File: config.mk
export PLATFORM = sky130hd
export DESIGN_NAME = vga_sync_decoder
export DESIGN_NICKNAME = d
export VERILOG_FILES = /design/src/rtl/vga_sync_decoder.sv
export SDC_FILE = /design/constraint.sdc
export NUM_CORES = 1
export LEC_CHECK = 0
export CAP_MARGIN = 10
export CORE_AREA = 2 2 98 100
export DETAILED_ROUTE_END_ITERATION = 12
export DIE_AREA = 0 0 100 102
export PLACE_DENSITY = 0.74
export SLEW_MARGIN = 5
export SYNTH_ARGS = -nofsm -noshare
export SYNTH_HDL_FRONTEND = slang
export SYNTH_SLANG_ARGS = --single-unit
File: constraint.sdc
create_clock -name clk -period 9.03 [get_ports clk]
set_input_delay 2.709 -clock clk [delete_from_list [all_inputs] [get_ports clk]]
set_output_delay 2.709 -clock clk [all_outputs]
set_load 0.1 [all_outputs]
File: src/rtl/vga_sync_decoder.sv
// vga_sync_decoder
//   Recovers line/frame timing from a free-running hsync/vsync pair, rebuilds
//   pixel coordinates and reports lock once the frame timing has been stable
//   for LOCK_FRAMES consecutive frames.
// Ports
//   clk, RSTN                 pixel clock, async active-low reset
//   hsync_in, vsync_in        active-low sync pulses, may be async to clk
//   pixel_x, pixel_y, active  decoded coordinates (combinational from counters)
//   h_total, hsync_width      last line period / hsync low time, in clocks
//   v_total                   last frame length, in lines
//   frame_start               one-cycle pulse per detected vsync falling edge
//   locked                    high while the tracker is in LOCKED
module vga_sync_decoder #(
  parameter int unsigned H_START     = 144,
  parameter int unsigned V_START     = 35,
  parameter int unsigned WIDTH       = 640,
  parameter int unsigned HEIGHT      = 480,
  parameter int unsigned LOCK_FRAMES = 2
) (
  input  logic       clk,
  input  logic       RSTN,
  input  logic       hsync_in,
  input  logic       vsync_in,
  output logic [9:0] pixel_x,
  output logic [9:0] pixel_y,
  output logic       active,
  output logic [9:0] h_total,
  output logic [9:0] hsync_width,
  output logic [9:0] v_total,
  output logic       frame_start,
  output logic       locked
);

  localparam int unsigned CW    = 10;
  localparam int unsigned MW    = 4;
  localparam int unsigned H_END = H_START + WIDTH;
  localparam int unsigned V_END = V_START + HEIGHT;
  localparam logic [CW-1:0] CNT_MAX = {CW{1'b1}};

  typedef enum logic [1:0] {
    IDLE    = 2'd0,
    ACQUIRE = 2'd1,
    LOCKED  = 2'd2
  } state_e;

  logic          hs_s1_q, hs_s1_d, hs_s2_q, hs_s2_d, hs_prev_q, hs_prev_d;
  logic          vs_s1_q, vs_s1_d, vs_s2_q, vs_s2_d, vs_prev_q, vs_prev_d;
  logic [CW-1:0] hcnt_q, hcnt_d, vcnt_q, vcnt_d, hw_cnt_q, hw_cnt_d;
  logic [CW-1:0] h_total_q, h_total_d, hsync_width_q, hsync_width_d;
  logic [CW-1:0] v_total_q, v_total_d;
  logic          frame_start_q, frame_start_d;
  logic          line_err_q, line_err_d;
  logic          first_q, first_d;
  logic          locked_q, locked_d;
  logic [MW-1:0] match_cnt_q, match_cnt_d;
  state_e        state_q, state_d;

  logic          hfall, hrise, vfall;
  logic [CW-1:0] h_period, v_period;
  logic [MW-1:0] match_inc;
  logic          h_bad, v_match, sync_lost, frame_good;
  logic          h_in, v_in;

  // Next-state logic for synchronizers, counters, measurements and tracker FSM
  always_comb begin
    hs_s1_d       = hsync_in;
    hs_s2_d       = hs_s1_q;
    hs_prev_d     = hs_s2_q;
    vs_s1_d       = vsync_in;
    vs_s2_d       = vs_s1_q;
    vs_prev_d     = vs_s2_q;
    hcnt_d        = hcnt_q;
    vcnt_d        = vcnt_q;
    hw_cnt_d      = hw_cnt_q;
    h_total_d     = h_total_q;
    hsync_width_d = hsync_width_q;
    v_total_d     = v_total_q;
    line_err_d    = line_err_q;
    match_cnt_d   = match_cnt_q;
    first_d       = first_q;
    state_d       = state_q;

    hfall = hs_prev_q & ~hs_s2_q;
    hrise = ~hs_prev_q & hs_s2_q;
    vfall = vs_prev_q & ~vs_s2_q;

    // Periods saturate so a resumed stream after sync loss never wraps to 0
    h_period  = (hcnt_q == CNT_MAX) ? CNT_MAX : hcnt_q + CW'(1);
    v_period  = (vcnt_q == CNT_MAX) ? CNT_MAX : vcnt_q + CW'(1);
    match_inc = match_cnt_q + MW'(1);
    h_bad     = hfall & (h_period != h_total_q);
    v_match   = (v_period == v_total_q);
    sync_lost = (hcnt_q == CNT_MAX) | (vcnt_q == CNT_MAX);

    // First ACQUIRE frame has only a partial v_total to compare against
    frame_good = ~line_err_q & ~h_bad & (first_q | v_match);

    // Horizontal counter and line period
    if (hfall) begin
      h_total_d = h_period;
      hcnt_d    = '0;
    end else if (hcnt_q != CNT_MAX) begin
      hcnt_d = hcnt_q + CW'(1);
    end

    // Vertical counter; vfall wins over a coincident hfall
    if (vfall) begin
      v_total_d = v_period;
      vcnt_d    = '0;
    end else if (hfall && (vcnt_q != CNT_MAX)) begin
      vcnt_d = vcnt_q + CW'(1);
    end

    // Hsync low-time measurement, latched on the rising edge
    if (hrise) begin
      hsync_width_d = hw_cnt_q;
      hw_cnt_d      = '0;
    end else if (!hs_s2_q && (hw_cnt_q != CNT_MAX)) begin
      hw_cnt_d = hw_cnt_q + CW'(1);
    end

    // Sticky per-frame line-period error
    if (vfall) begin
      line_err_d = 1'b0;
    end else if (h_bad) begin
      line_err_d = 1'b1;
    end

    unique case (state_q)
      IDLE: begin
        if (vfall) begin
          state_d     = ACQUIRE;
          match_cnt_d = '0;
          first_d     = 1'b1;
        end
      end
      ACQUIRE: begin
        if (vfall) begin
          first_d = 1'b0;
          if (frame_good) begin
            match_cnt_d = match_inc;
            if (match_inc == MW'(LOCK_FRAMES)) state_d = LOCKED;
          end else begin
            match_cnt_d = '0;
          end
        end
      end
      LOCKED: begin
        if (h_bad || (vfall && !v_match)) state_d = IDLE;
      end
      default: state_d = IDLE;
    endcase

    if (sync_lost) state_d = IDLE;

    frame_start_d = vfall;
    locked_d      = (state_d == LOCKED);
  end

  // State and datapath registers; sync flops reset to the idle-high level
  always_ff @(posedge clk or negedge RSTN) begin
    if (!RSTN) begin
      hs_s1_q       <= 1'b1;
      hs_s2_q       <= 1'b1;
      hs_prev_q     <= 1'b1;
      vs_s1_q       <= 1'b1;
      vs_s2_q       <= 1'b1;
      vs_prev_q     <= 1'b1;
      hcnt_q        <= '0;
      vcnt_q        <= '0;
      hw_cnt_q      <= '0;
      h_total_q     <= '0;
      hsync_width_q <= '0;
      v_total_q     <= '0;
      frame_start_q <= 1'b0;
      line_err_q    <= 1'b0;
      first_q       <= 1'b0;
      locked_q      <= 1'b0;
      match_cnt_q   <= '0;
      state_q       <= IDLE;
    end else begin
      hs_s1_q       <= hs_s1_d;
      hs_s2_q       <= hs_s2_d;
      hs_prev_q     <= hs_prev_d;
      vs_s1_q       <= vs_s1_d;
      vs_s2_q       <= vs_s2_d;
      vs_prev_q     <= vs_prev_d;
      hcnt_q        <= hcnt_d;
      vcnt_q        <= vcnt_d;
      hw_cnt_q      <= hw_cnt_d;
      h_total_q     <= h_total_d;
      hsync_width_q <= hsync_width_d;
      v_total_q     <= v_total_d;
      frame_start_q <= frame_start_d;
      line_err_q    <= line_err_d;
      first_q       <= first_d;
      locked_q      <= locked_d;
      match_cnt_q   <= match_cnt_d;
      state_q       <= state_d;
    end
  end

  // Coordinate decode from registered counters, gated by lock
  always_comb begin
    h_in    = (32'(hcnt_q) >= H_START) && (32'(hcnt_q) < H_END);
    v_in    = (32'(vcnt_q) >= V_START) && (32'(vcnt_q) < V_END);
    active  = locked_q & h_in & v_in;
    pixel_x = active ? (hcnt_q - CW'(H_START)) : '0;
    pixel_y = active ? (vcnt_q - CW'(V_START)) : '0;
  end

  assign h_total     = h_total_q;
  assign hsync_width = hsync_width_q;
  assign v_total     = v_total_q;
  assign frame_start = frame_start_q;
  assign locked      = locked_q;

endmodule
==> results of run 1 <==
==> worst max-delay path, stage by stage (launching register included) <==
cell and delay (ns):
dfrtp_1 0.49, ha_1 0.33, or4_1 0.47, nor4b_1 0.28, o2111ai_1 0.16, buf_4 0.23
nor3_1 0.23, clkdlybuf4s50_1 1.17
==> state kept, by name, summed over array words and instances (netlist names), 2 cells and up <==
register,flops
h_total,10
hcnt_q,10
hsync_width,10
hw_cnt_q,10
match_cnt_q,4
state_q,2
v_total,10
vcnt_q,10
==> logic make-up (layout without fill, tap and decap cells) <==
kind of cell,count (synthesis),after routing,synth area share
flops,76,76,0.424
fa+ha+maj,9,9,0.0250
buf+inv,50,88,0.0472
xor+xnor,30,30,0.0584
compound gates,111,111,0.160
mux,4,4,0.00917
simple gates,245,245,0.276
==> stage by stage <==
step	hold WS [ns]	power, mW	cell area [um^2]	setup slack (ns)
6_report	0.350	1.02	5270	2.61
5_1_grt	0.361	1.07	5270	2.33
4_1_cts	0.357	1.03	5270	2.60
3_5_place_dp	0.348	0.742	5050	2.98
3_3_place_gp	0.346	0.735	5050	3.13
2_1_floorplan	0.345	0.664	4500	2.39
==> where the power goes <==
group	total (mW)	switching [mW]	leakage, nW	internal, mW
registers	0.427	0.0504	0.999	0.377
clock network	0.287	0.132	0.109	0.155
logic	0.311	0.222	1.15	0.0885
==> layout by cell type (no fill, tap or decap), types with 3 or more instances in the layout <==
cell and instances:
clkbuf_8 9, nor3_1 12, a21o_1 4, nor4b_1 3, nand2b_1 9, o31ai_2 3
and3_1 9, nor2_1 52, ha_1 9, nand3_1 26, and2_1 6, buf_4 3
a31oi_1 9, inv_1 11, a211oi_1 4, o31ai_1 3, a311o_1 3, nand2_1 74
nor2b_1 8, or4_1 4, dfstp_2 6, clkinv_2 3, xnor2_1 17, a21oi_1 23
or3_1 8, clkdlybuf4s50_1 55, o211ai_1 3, and4_1 4, dfrtp_1 70, o21ai_0 34
mux2i_1 3, xor2_1 13, nand4_1 15
==> metal layers <==
metal,track usage,vias to the layer above,wire length (um)
li1,-,1916,-
met1,0.294,1889,4670
met2,0.338,117,4840
met3,0.0267,15,480
met4,0.0801,0,169
met5,0,-,0
==> final timing paths <==
check,start,end,slack [ns],cells after the start
max,vcnt_q[0],pixel_y[5],2.61,7
min,vs_prev_d,vs_prev_q,0.35,0
max reg2reg,vcnt_q[0],match_cnt_q[3],5.77,9
min reg2reg,vs_prev_d,vs_prev_q,0.35,0
max in group asynchronous,RSTN,hcnt_q[0],5.89,1
min in group asynchronous,RSTN,h_total[6],2.50,1
==> cell type report <==
class                      count  area (um^2)
clock buffer                   9          124
clock inverter                 7         91.3
fill                         859         3840
inverter                      14         52.6
multi-input combinational    399         2380
sequential                    76         1910
tap                          111          139
timing repair buffer          58          573
==> flow_summary.json, run 1 <==
{
  "synth.most_common_cell": "nand2_1",
  "synth_top_area_frac": 0.389,
  "synth-warning-count": 0,
  "finalSetupViolations": 0,
  "max_freq_mhz": 156,
  "area_growth_syn_to_layout_pct": 17.0,
  "crit_required_ns": 6.32,
  "ys_ff_latch": 76,
  "netlist_area_mm2": 0.00450,
  "min_path_type": "register to register",
  "synth.distinct_cells": 68,
  "grt_pass1_wl_um": 17300,
  "htree_levels": 3,
  "num-nets-final": 571,
  "clock_latency_ns": 0.35,
  "rsz0062_at_grt": "no",
  "period_needed_ns": 6.42,
  "layout-drive-gt1-share": 0.0746,
  "ant_nets": 0,
  "status": "finished, final reports clean",
  "antenna_found_initial": 0,
  "synth_ff_type": "dfrtp_1",
  "drv_cap": 0,
  "drt_iter0_drc": 315,
  "endpoint_kind": "output port",
  "grt_max_degree": 77,
  "leakagePower_nw": 2.26,
  "clock_sinks": 76,
  "power.density_mw_per_mm2": 194,
  "finalHoldViolCount": 0,
  "cts_setup_buffers": 0,
  "ys_top_cells_by_count": "nand2_1, dfrtp_1, nor2_1",
  "grt_pass1_vias": 3635,
  "gp_congestion": 0.878,
  "path_clk_slew_ns": 0.09,
  "cts_made_buffers": 9,
  "critPathMaxFanout": 19,
  "critPathArrivalTime_ns": 3.71,
  "syn_inst": 525,
  "dp.cells": 658,
  "die_y_um": 102,
  "ys_seq_area_frac": 0.424,
  "synth_area_leaders": "dfrtp_1, nand2_1, nor2_1",
  "finalCritPeriodShare": 0.711,
  "clockBufferDepth": 2,
  "tritoncts": "built",
  "grt_use_total": 0.210,
  "die_w_um": 100,
  "drcViolationCount": 0,
  "ios": 57,
  "cts_resized": 0,
  "worst_pin_slew_ns": 1.04,
  "num_antenna_cells": 0,
  "async_reset_ff_frac": 1.00,
  "root_buffer": "clkbuf_8",
  "criticalPathCategory": "register to output port",
  "synth_top_area_cell": "dfrtp_1",
  "final_max_slew_viol_count": 0,
  "synth_edf_count": 0,
  "fin_skew_ns": 0.0179,
  "initial_core_util": 0.494,
  "die-area_mm2": 0.0102,
  "port_buffers": 56,
  "ctsHoldBuffers": 0,
  "syn_avg_cell_area_um2": 8.57,
  "vias": 3937,
  "syn_nets": 538,
  "avgViaCountPerCell": 5.84,
  "dr.pass1.iters": 5,
  "hpwl_um": 7030,
  "wl_um": 10200,
  "core_mm2": 0.00911,
  "wl_per_cell_um": 15.1,
  "tns_ns": 0,
  "peakVddDrop_mv": 0.142,
  "final-instance-count-excl-fill": 674,
  "start_kind": "register",
  "num_rows": 35,
  "post-route-util": 0.578,
  "grt.overflow.total": 0,
  "maxSlewHeadroom": 0.308
}
Power figures use the tool's default switching activity.
==> run 2: changes to the inputs <==
==> constraint.sdc (replaced) <==
create_clock -name clk -period 6.4 [get_ports clk]
set_input_delay 1.92 -clock clk [delete_from_list [all_inputs] [get_ports clk]]
set_output_delay 1.92 -clock clk [all_outputs]
set_load 0.1 [all_outputs]
==> run 2 against run 1 <==
Against the previous run:
- die area did not move
- register-to-register slack got worse by 2.6 ns
- wire length fell by 0.98%
- cell count did not move
- global-route usage rose by 0.17 points
- count of clock-buffer cells in the layout rose by 1
- final area fell by 1.7%
- largest cell class unchanged
- highest routed layer unchanged
==> flow_summary.json, run 2 (synthesized netlist as in run 1, its figures left out) <==
{
  "status": "finished, final reports clean",
  "fillers": 849,
  "grt_pass1_vias": 3732,
  "avgViaCountPerCell": 5.72,
  "critPathMostFrequentCell": "buf_4",
  "final_max_slew_viol_count": 0,
  "layout_setup_ws_ns": 1.64,
  "crit_path_top_delay_cell": "dfrtp_1",
  "crit_required_ns": 4.48,
  "hpwl_um": 7180,
  "num_antenna_cells": 0,
  "die_y_um": 102,
  "clock_sinks": 76,
  "finalCritPeriodShare": 0.743,
  "timing.critical_path.cells": "ha_1 > or4_1 > nor4b_1 > o2111ai_1 > buf_4 > nor3_1 > buf_4",
  "critPathArrivalTime_ns": 2.84,
  "endpoint_kind": "output port",
  "grt_use_total": 0.212,
  "cts_resized": 0,
  "power.density_mw_per_mm2": 265,
  "max_freq_mhz": 210,
  "grt_max_degree": 77,
  "path_clk_slew_ns": 0.08,
  "grt.overflow.total": 0,
  "ff2ff_setup_slack_ns": 3.12,
  "critPathMaxFanout": 19,
  "final_cell_mix": "nand2_1, dfrtp_1, nor2_1",
  "clockBufferDepth": 2,
  "clock_latency_ns": 0.35,
  "maxSlewHeadroom": 0.278,
  "num_rows": 35,
  "drcViolationCount": 0,
  "layout-drive-gt1-share": 0.112,
  "wl_per_cell_um": 14.9,
  "core_mm2": 0.00911,
  "r2r-start": "vcnt_q[0]",
  "slowest_delay_ns": 0.48,
  "num-nets-final": 571,
  "grt_pass1_wl_um": 17500,
  "ctsHoldBuffers": 0,
  "finalHoldViolCount": 0,
  "r2r-end": "match_cnt_q[3]",
  "htree_levels": 3,
  "min_path_type": "register to register",
  "start_kind": "register",
  "maxUsedRoutingLayer": "met4",
  "finalSetupViolations": 0,
  "gp_congestion": 0.879,
  "wl_um": 10100,
  "wl_met1_um": 4740,
  "drv_cap": 0,
  "final_common_cell": "nand2_1",
  "ant_nets": 0,
  "cts_made_buffers": 9,
  "criticalPathCategory": "register to output port",
  "worst_pin_slew_ns": 1.08,
  "postPlaceCellArea_mm2": 0.00500,
  "root_buffer": "clkbuf_8",
  "die-area_mm2": 0.0102,
  "rr_worst_depth": 9,
  "min_from": "hs_s1_q",
  "rsz0062_at_grt": "no",
  "tritoncts": "built",
  "fin_area_mm2": 0.00518,
  "initial_core_util": 0.494,
  "holdPathEnd": "hs_prev_d",
  "hold_depth": 0,
  "area_growth_syn_to_layout_pct": 15.0,
  "drt_iter0_drc": 183,
  "die_w_um": 100,
  "tns_ns": 0,
  "period_needed_ns": 4.76,
  "antenna_found_initial": 0,
  "wl_met3_um": 356,
  "wl_met2_um": 4710,
  "dr.pass1.iters": 4,
  "cts_setup_buffers": 0,
  "peakVddDrop_mv": 0.232,
  "leakagePower_nw": 2.29,
  "fin_skew_ns": 0.00693,
  "port_buffers": 56,
  "vias": 3854,
  "ios": 57,
  "dp_slack_ns": 2.02
}
-- run 2: cell count changes in the layout (fill, tap and decap cells not counted) --
cell,change
clkbuf_8,+1
inv_6,+1
clkdlybuf4s50_1,-21
clkinv_4,-1
bufinv_16,-2
clkinvlp_4,+1
buf_4,+21
-- run 2: worst max path at each step --
stage	slack, ns	to	from
after floorplan	0.55	pixel_x[7]	vcnt_q[4]
after global placement	2.12	pixel_x[7]	vcnt_q[0]
after detailed placement	2.02	pixel_x[7]	vcnt_q[0]
after CTS	1.62	pixel_x[7]	vcnt_q[0]
after global routing	1.35	pixel_y[5]	vcnt_q[0]
final	1.64	pixel_x[7]	vcnt_q[0]
-- run 2: metal layers --
layer | GRT usage | vias to the layer above
met4 | 0.0927 | 0
met5 | 0 | -
li1 | - | 1918
met3 | 0.0308 | 23
met1 | 0.289 | 1821
met2 | 0.341 | 92
-- run 2: report_power, final --
part / internal [mW] / switching (mW) / total [mW] / leakage [nW]
Sequential: 0.531 / 0.0729 / 0.604 / 0.999
Clock: 0.150 / 0.181 / 0.332 / 0.0885
Combinational: 0.124 / 0.311 / 0.435 / 1.20
-- run 2: worst max-delay path, delay by kind of cell, from the launching register on --
family | cells | cell delay [ns]
AOI/OAI and AO/OA | 1 | 0.16
DFF | 1 | 0.48
and+or+nand+nor | 3 | 0.96
adders and majority gates | 1 | 0.33
buffers and inverters | 2 | 0.55
-- run 2: final cells by class --
type,count,area [um^2],area share
Tap cell,111,139,0.0268
Inverter,14,52.6,0.0101
Clock buffer,10,138,0.0266
Timing Repair Buffer,58,520,0.101
Multi-Input combinational cell,399,2380,0.460
Sequential cell,76,1910,0.369
Clock inverter,6,38.8,0.00749
-- run 2: per-stage QoR --
step | instances | power [mW] | hold slack [ns] | util
floorplan | 525 | 0.937 | 0.345 | -
global placement | 658 | 1.04 | 0.346 | 0.549
detailed placement | 658 | 1.05 | 0.347 | 0.549
CTS | 674 | 1.38 | 0.359 | 0.568
global route | 674 | 1.44 | 0.363 | 0.568
finish | 674 | 1.37 | 0.358 | 0.568
==> RTL edit 1, RTL diff (settings of run 2) <==
Set the localparam `MW` to 2 (it was 4).
--- a/src/rtl/vga_sync_decoder.sv
+++ b/src/rtl/vga_sync_decoder.sv
@@ -32,7 +32,7 @@
 );
 
   localparam int unsigned CW    = 10;
-  localparam int unsigned MW    = 4;
+  localparam int unsigned MW    = 2;
   localparam int unsigned H_END = H_START + WIDTH;
   localparam int unsigned V_END = V_START + HEIGHT;
   localparam logic [CW-1:0] CNT_MAX = {CW{1'b1}};
Function: same outputs for any inputs over 10 cycles, from zero or initial values and one cycle with RSTN low; that may be too few to reach the edited logic, so the function may still have changed.
==> RTL edit 1 against run 2 <==
Total power is 5.8% higher; sequential cell count is 2 lower; setup slack worse by 0.20 ns; global-route usage is 1.3 points lower; sequential share of layout area is 0.15 points higher; cell area is 3.0% lower; wire length is 3.4% lower; core utilization is 1.7 points lower; area after synthesis is 5.4% lower; non-clock buffer count is 2 higher; die area stayed put; critical path type unchanged; largest cell class unchanged.
==> RTL edit 1: results (changes against run 2) <==
slew at the pin closest to its max-slew limit=1.03 ns (-0.0511 ns); buffering overhead=10.6% (+0.56 points); mux share of post-synthesis cell area=1.17% (+0.26 points); leakage=2.23 nW (-2.6%); top cells by count, synth=75 x nor2_1, 73 x nand2_1, 68 x dfrtp_1; Clock-cell share=4.46% (+1.1 points); Tmin final=4.96 ns (+0.203 ns); Wirelength per Cell=14.8 um (-1.1%); maximum fanout along the worst path=15 (-4); FFs & Latches=74 (-2.6%); inverters=12 (-2); worst reg2reg path depth=8 (-1); status=complete, no violations; HPWL Detailed=6760 um (-5.8%); post-layout net count=554 (-3.0%); Worst Hold Slack=0.358 ns (+0.0000230 ns); combinational power=0.446 mW (+3%); global placer's final weighted congestion=0.868 (-1.3%); non-filler cells, final=658 (-2.4%); placed insts=642 (-2.4%); first-pass GRT wire length=16,400 um (-6.4%); compound-gate portion of the synthesized area=13.2% (-2.8 points); clkbuf count=9 (-1); setup violators final=0 (unchanged); Pre-antenna DRT Iters=7 (+3); CP top delay family=compound AO/OA/AOI/OAI gates; Post-Synth XOR/XNOR Area=8.43% (+2.6 points); Synth Net Count=515 (-4.3%); Buffers, non-clock=60 (+3.4%); flop2flop setup slack=2.96 ns (-0.16 ns); Netlist cell types=52 (-24%); Total GRT Usage=19.9% (-1.3 points); post-synthesis adder-cell area fraction=2.35% (-0.15 points); Placed Area=4800 sq um (-4.1%); switching power=0.586 mW (+3.7%); storage element area=1860 sq um (-2.6%); fillers=877 (+3.3%); fin util=55.1% (-1.7 points); vias in the first global route=3,396 (-9.0%); cell area after layout=5020 sq um (-3.0%); main area contributors after synthesis=dfrtp_1 40%, nor2_1 6.6%, nand2_1 6.4%; worst path arrival time=3.04 ns (+0.20 ns); Cells on Worst Hold Path=0 (unchanged); share of cells above drive strength 1=10.6% (-0.59 points); combinational power share=30.8% (-0.9 points); Fin Clk Skew=0.0108 ns (+0.00385 ns); sequential area share after synthesis=43.6% (+1.2 points); dpl ws=1.83 ns (-0.188 ns); Multi-input comb cells=385 (-3.5%); vias per cell=5.57 (-2.6%); largest stage delay on the critical path=0.53 ns (+0.05 ns); area of the multi-input gates=2220 sq um (-6.7%); pin count of the biggest net entering global routing=75 (-2.6%); DR iter-0 viols=187 (+2.2%); Mean Syn Cell Area=8.47 sq um (-1.2%); Seq pwr share=40.8% (-3.3 points); Max VDD drop=177 uV (-24%)
[RTL edit 1: cell count changes after synthesis, moves of 5 or more]
cell      before  now
nor2_1        52   75
nand4_1       15    6
clkbuf_1      25   20
xor2_1        13   21
o21ai_0       34   29
nand3_1       26   20
and3_1         9    4
[RTL edit 1: metal layers]
| metal | routed length [um] | vias to the layer above | track usage (%) |
|---|---|---|---|
| met3 | 551 | 14 | 3.69 |
| met2 | 4520 | 118 | 31.4 |
| met1 | 4500 | 1736 | 27.8 |
| met5 | 0 | - | 0 |
| met4 | 141 | 0 | 6.95 |
| li1 | - | 1798 | - |
[RTL edit 1: final timing paths]
check	startpoint	end
worst max-delay path	vcnt_q[0]	pixel_x[2]
worst min-delay path	vs_s1_q	vs_prev_d
worst max register to register	vcnt_q[0]	state_q[0]
worst min register to register	vs_s1_q	vs_prev_d
max in group asynchronous	RSTN	hcnt_q[9]
min in group asynchronous	RSTN	v_total[2]
==> RTL edit 2, RTL diff (settings of run 2) <==
Made on the original files. The output `frame_start` loses its register stage (`frame_start_q` becomes a continuous assignment).
--- a/src/rtl/vga_sync_decoder.sv
+++ b/src/rtl/vga_sync_decoder.sv
@@ -172,7 +172,6 @@
       h_total_q     <= '0;
       hsync_width_q <= '0;
       v_total_q     <= '0;
-      frame_start_q <= 1'b0;
       line_err_q    <= 1'b0;
       first_q       <= 1'b0;
       locked_q      <= 1'b0;
@@ -191,7 +190,6 @@
       h_total_q     <= h_total_d;
       hsync_width_q <= hsync_width_d;
       v_total_q     <= v_total_d;
-      frame_start_q <= frame_start_d;
       line_err_q    <= line_err_d;
       first_q       <= first_d;
       locked_q      <= locked_d;
@@ -199,6 +197,8 @@
       state_q       <= state_d;
     end
   end
+
+  assign frame_start_q = frame_start_d;
 
   // Coordinate decode from registered counters, gated by lock
   always_comb begin
Function: changed (Yosys sat finds a counterexample within 4 cycles, from zero or initial values and one cycle with RSTN low).
==> RTL edit 2 against run 2 <==
Non-clock buffer count grew 1; area after synthesis shrank 0.56%; synthesized cell count shrank 0.19%; cell area grew 0.89%; wire length grew 3.0%; total power grew 7.9%; setup slack lost 0.019 ns; die area is the same; sequential cell count shrank 1; critical endpoint unchanged; highest routed layer unchanged.
==> RTL edit 2: results (changes against run 2) <==
Hold Path End=vs_prev_d; Total GRT Usage=21.4% (+0.20 points); first-pass GRT wire length=17,700 um (+0.63%); Fin Clk Skew=0.0127 ns (+0.00578 ns); vias per cell=5.82 (+1.8%); pin count of the biggest net entering global routing=76 (-1.3%); status=complete, no violations; initial antenna violation count=0 (unchanged); HPWL Detailed=7150 um (-0.46%); main area contributors after synthesis=dfrtp_1 39%, nand2_1 6.2%, nor2_1 4.4%; CTS tree=done; Hold Crit Start=vs_s1_q; clk slew on worst S/H paths=0.08 ns (about the same); Max VDD drop=188 uV (-19%); Mapped Cells=524 (-0.19%); share of the synthesized area in the top cell type=38.6% (-0.34 points); Wirelength per Cell=15.4 um (+3.0%); top cells by count, synth=74 x nand2_1, 69 x dfrtp_1, 52 x nor2_1; Synth Net Count=537 (-0.19%); CTS Root Cell=clkbuf_8; global placer's final weighted congestion=0.841 (-4.3%); dpl ws=2.00 ns (-0.0235 ns); flop2flop setup slack=3.16 ns (+0.04 ns); Netlist cell types=68 (unchanged); vias in the first global route=3,631 (-2.7%); leakage=2.31 nW (+1.1%); Pre-antenna DRT Iters=5 (+1); slew at the pin closest to its max-slew limit=1.07 ns (-0.0108 ns); sequential area share after synthesis=42.1% (-0.32 points); DR iter-0 viols=249 (+36%); kind of critical path=reg2out; Num CTS Buffers=9 (unchanged)
==> RTL edit 2: cell count changes after synthesis, sizes merged <==
cell | run 2 | this run
dfrtp | 70 | 69
==> RTL edit 2: cell type report <==
class | instances | area, sq um
clock buffers | 10 | 128
inverters | 14 | 52.6
flip-flops and latches | 75 | 1880
multi-input cells | 399 | 2380
well taps | 111 | 139
fillers | 825 | 3880
repair buffers | 59 | 528
clock inverters | 6 | 113
==> RTL edit 2: cell families (layout without fill, tap and decap cells) <==
group	Yosys count	count (layout)	share of synthesized area (%)
flip-flops	75	75	42.1
buffers and inverters	50	89	4.75
AND/OR/NAND/NOR	245	245	27.8
XOR/XNOR	30	30	5.87
adder cells (fa/ha/maj)	9	9	2.52
AO/OA/AOI/OAI	111	111	16.1
multiplexers	4	4	0.922
==> RTL edit 2: worst max path at each step <==
stage	to	slack, ns
final	pixel_x[7]	1.62
after global routing	pixel_x[7]	1.39
after CTS	pixel_x[7]	1.61
after detailed placement	pixel_x[7]	2.00
after global placement	pixel_x[7]	2.12
after floorplan	pixel_x[7]	0.55
==> RTL edit 2: metal layers <==
layer	wire (um)	vias up	global-route usage [%]
li1	-	1919	-
met1	4850	1889	30.0
met2	4940	104	34.4
met3	438	12	3.63
met4	129	0	6.53
met5	0	-	0
==> RTL edit 2: through the flow <==
step                cell area, sq um  power (mW)  hold WS, ns  utilization [%]
finish                          5220        1.48        0.358             57.3
global route                    5220        1.55        0.360             57.3
CTS                             5220        1.49        0.359             57.3
detailed placement              4980        1.04        0.347             54.7
global placement                4980        1.03        0.346             54.7
floorplan                       4480       0.930        0.345                -
==> RTL edit 2: worst max-delay path: stages (launching register included) <==
cell	delay [ns]
dfrtp_1	0.48
ha_1	0.31
or4_1	0.47
nor4b_1	0.27
o2111ai_1	0.16
buf_4	0.23
nor3_1	0.24
buf_4	0.33
==> RTL edit 2: where the power goes <==
group	internal (mW)	total (mW)	switching [mW]
clock network	0.261	0.444	0.183
logic	0.125	0.438	0.314
registers	0.525	0.598	0.0729
total	0.910	1.48	0.570
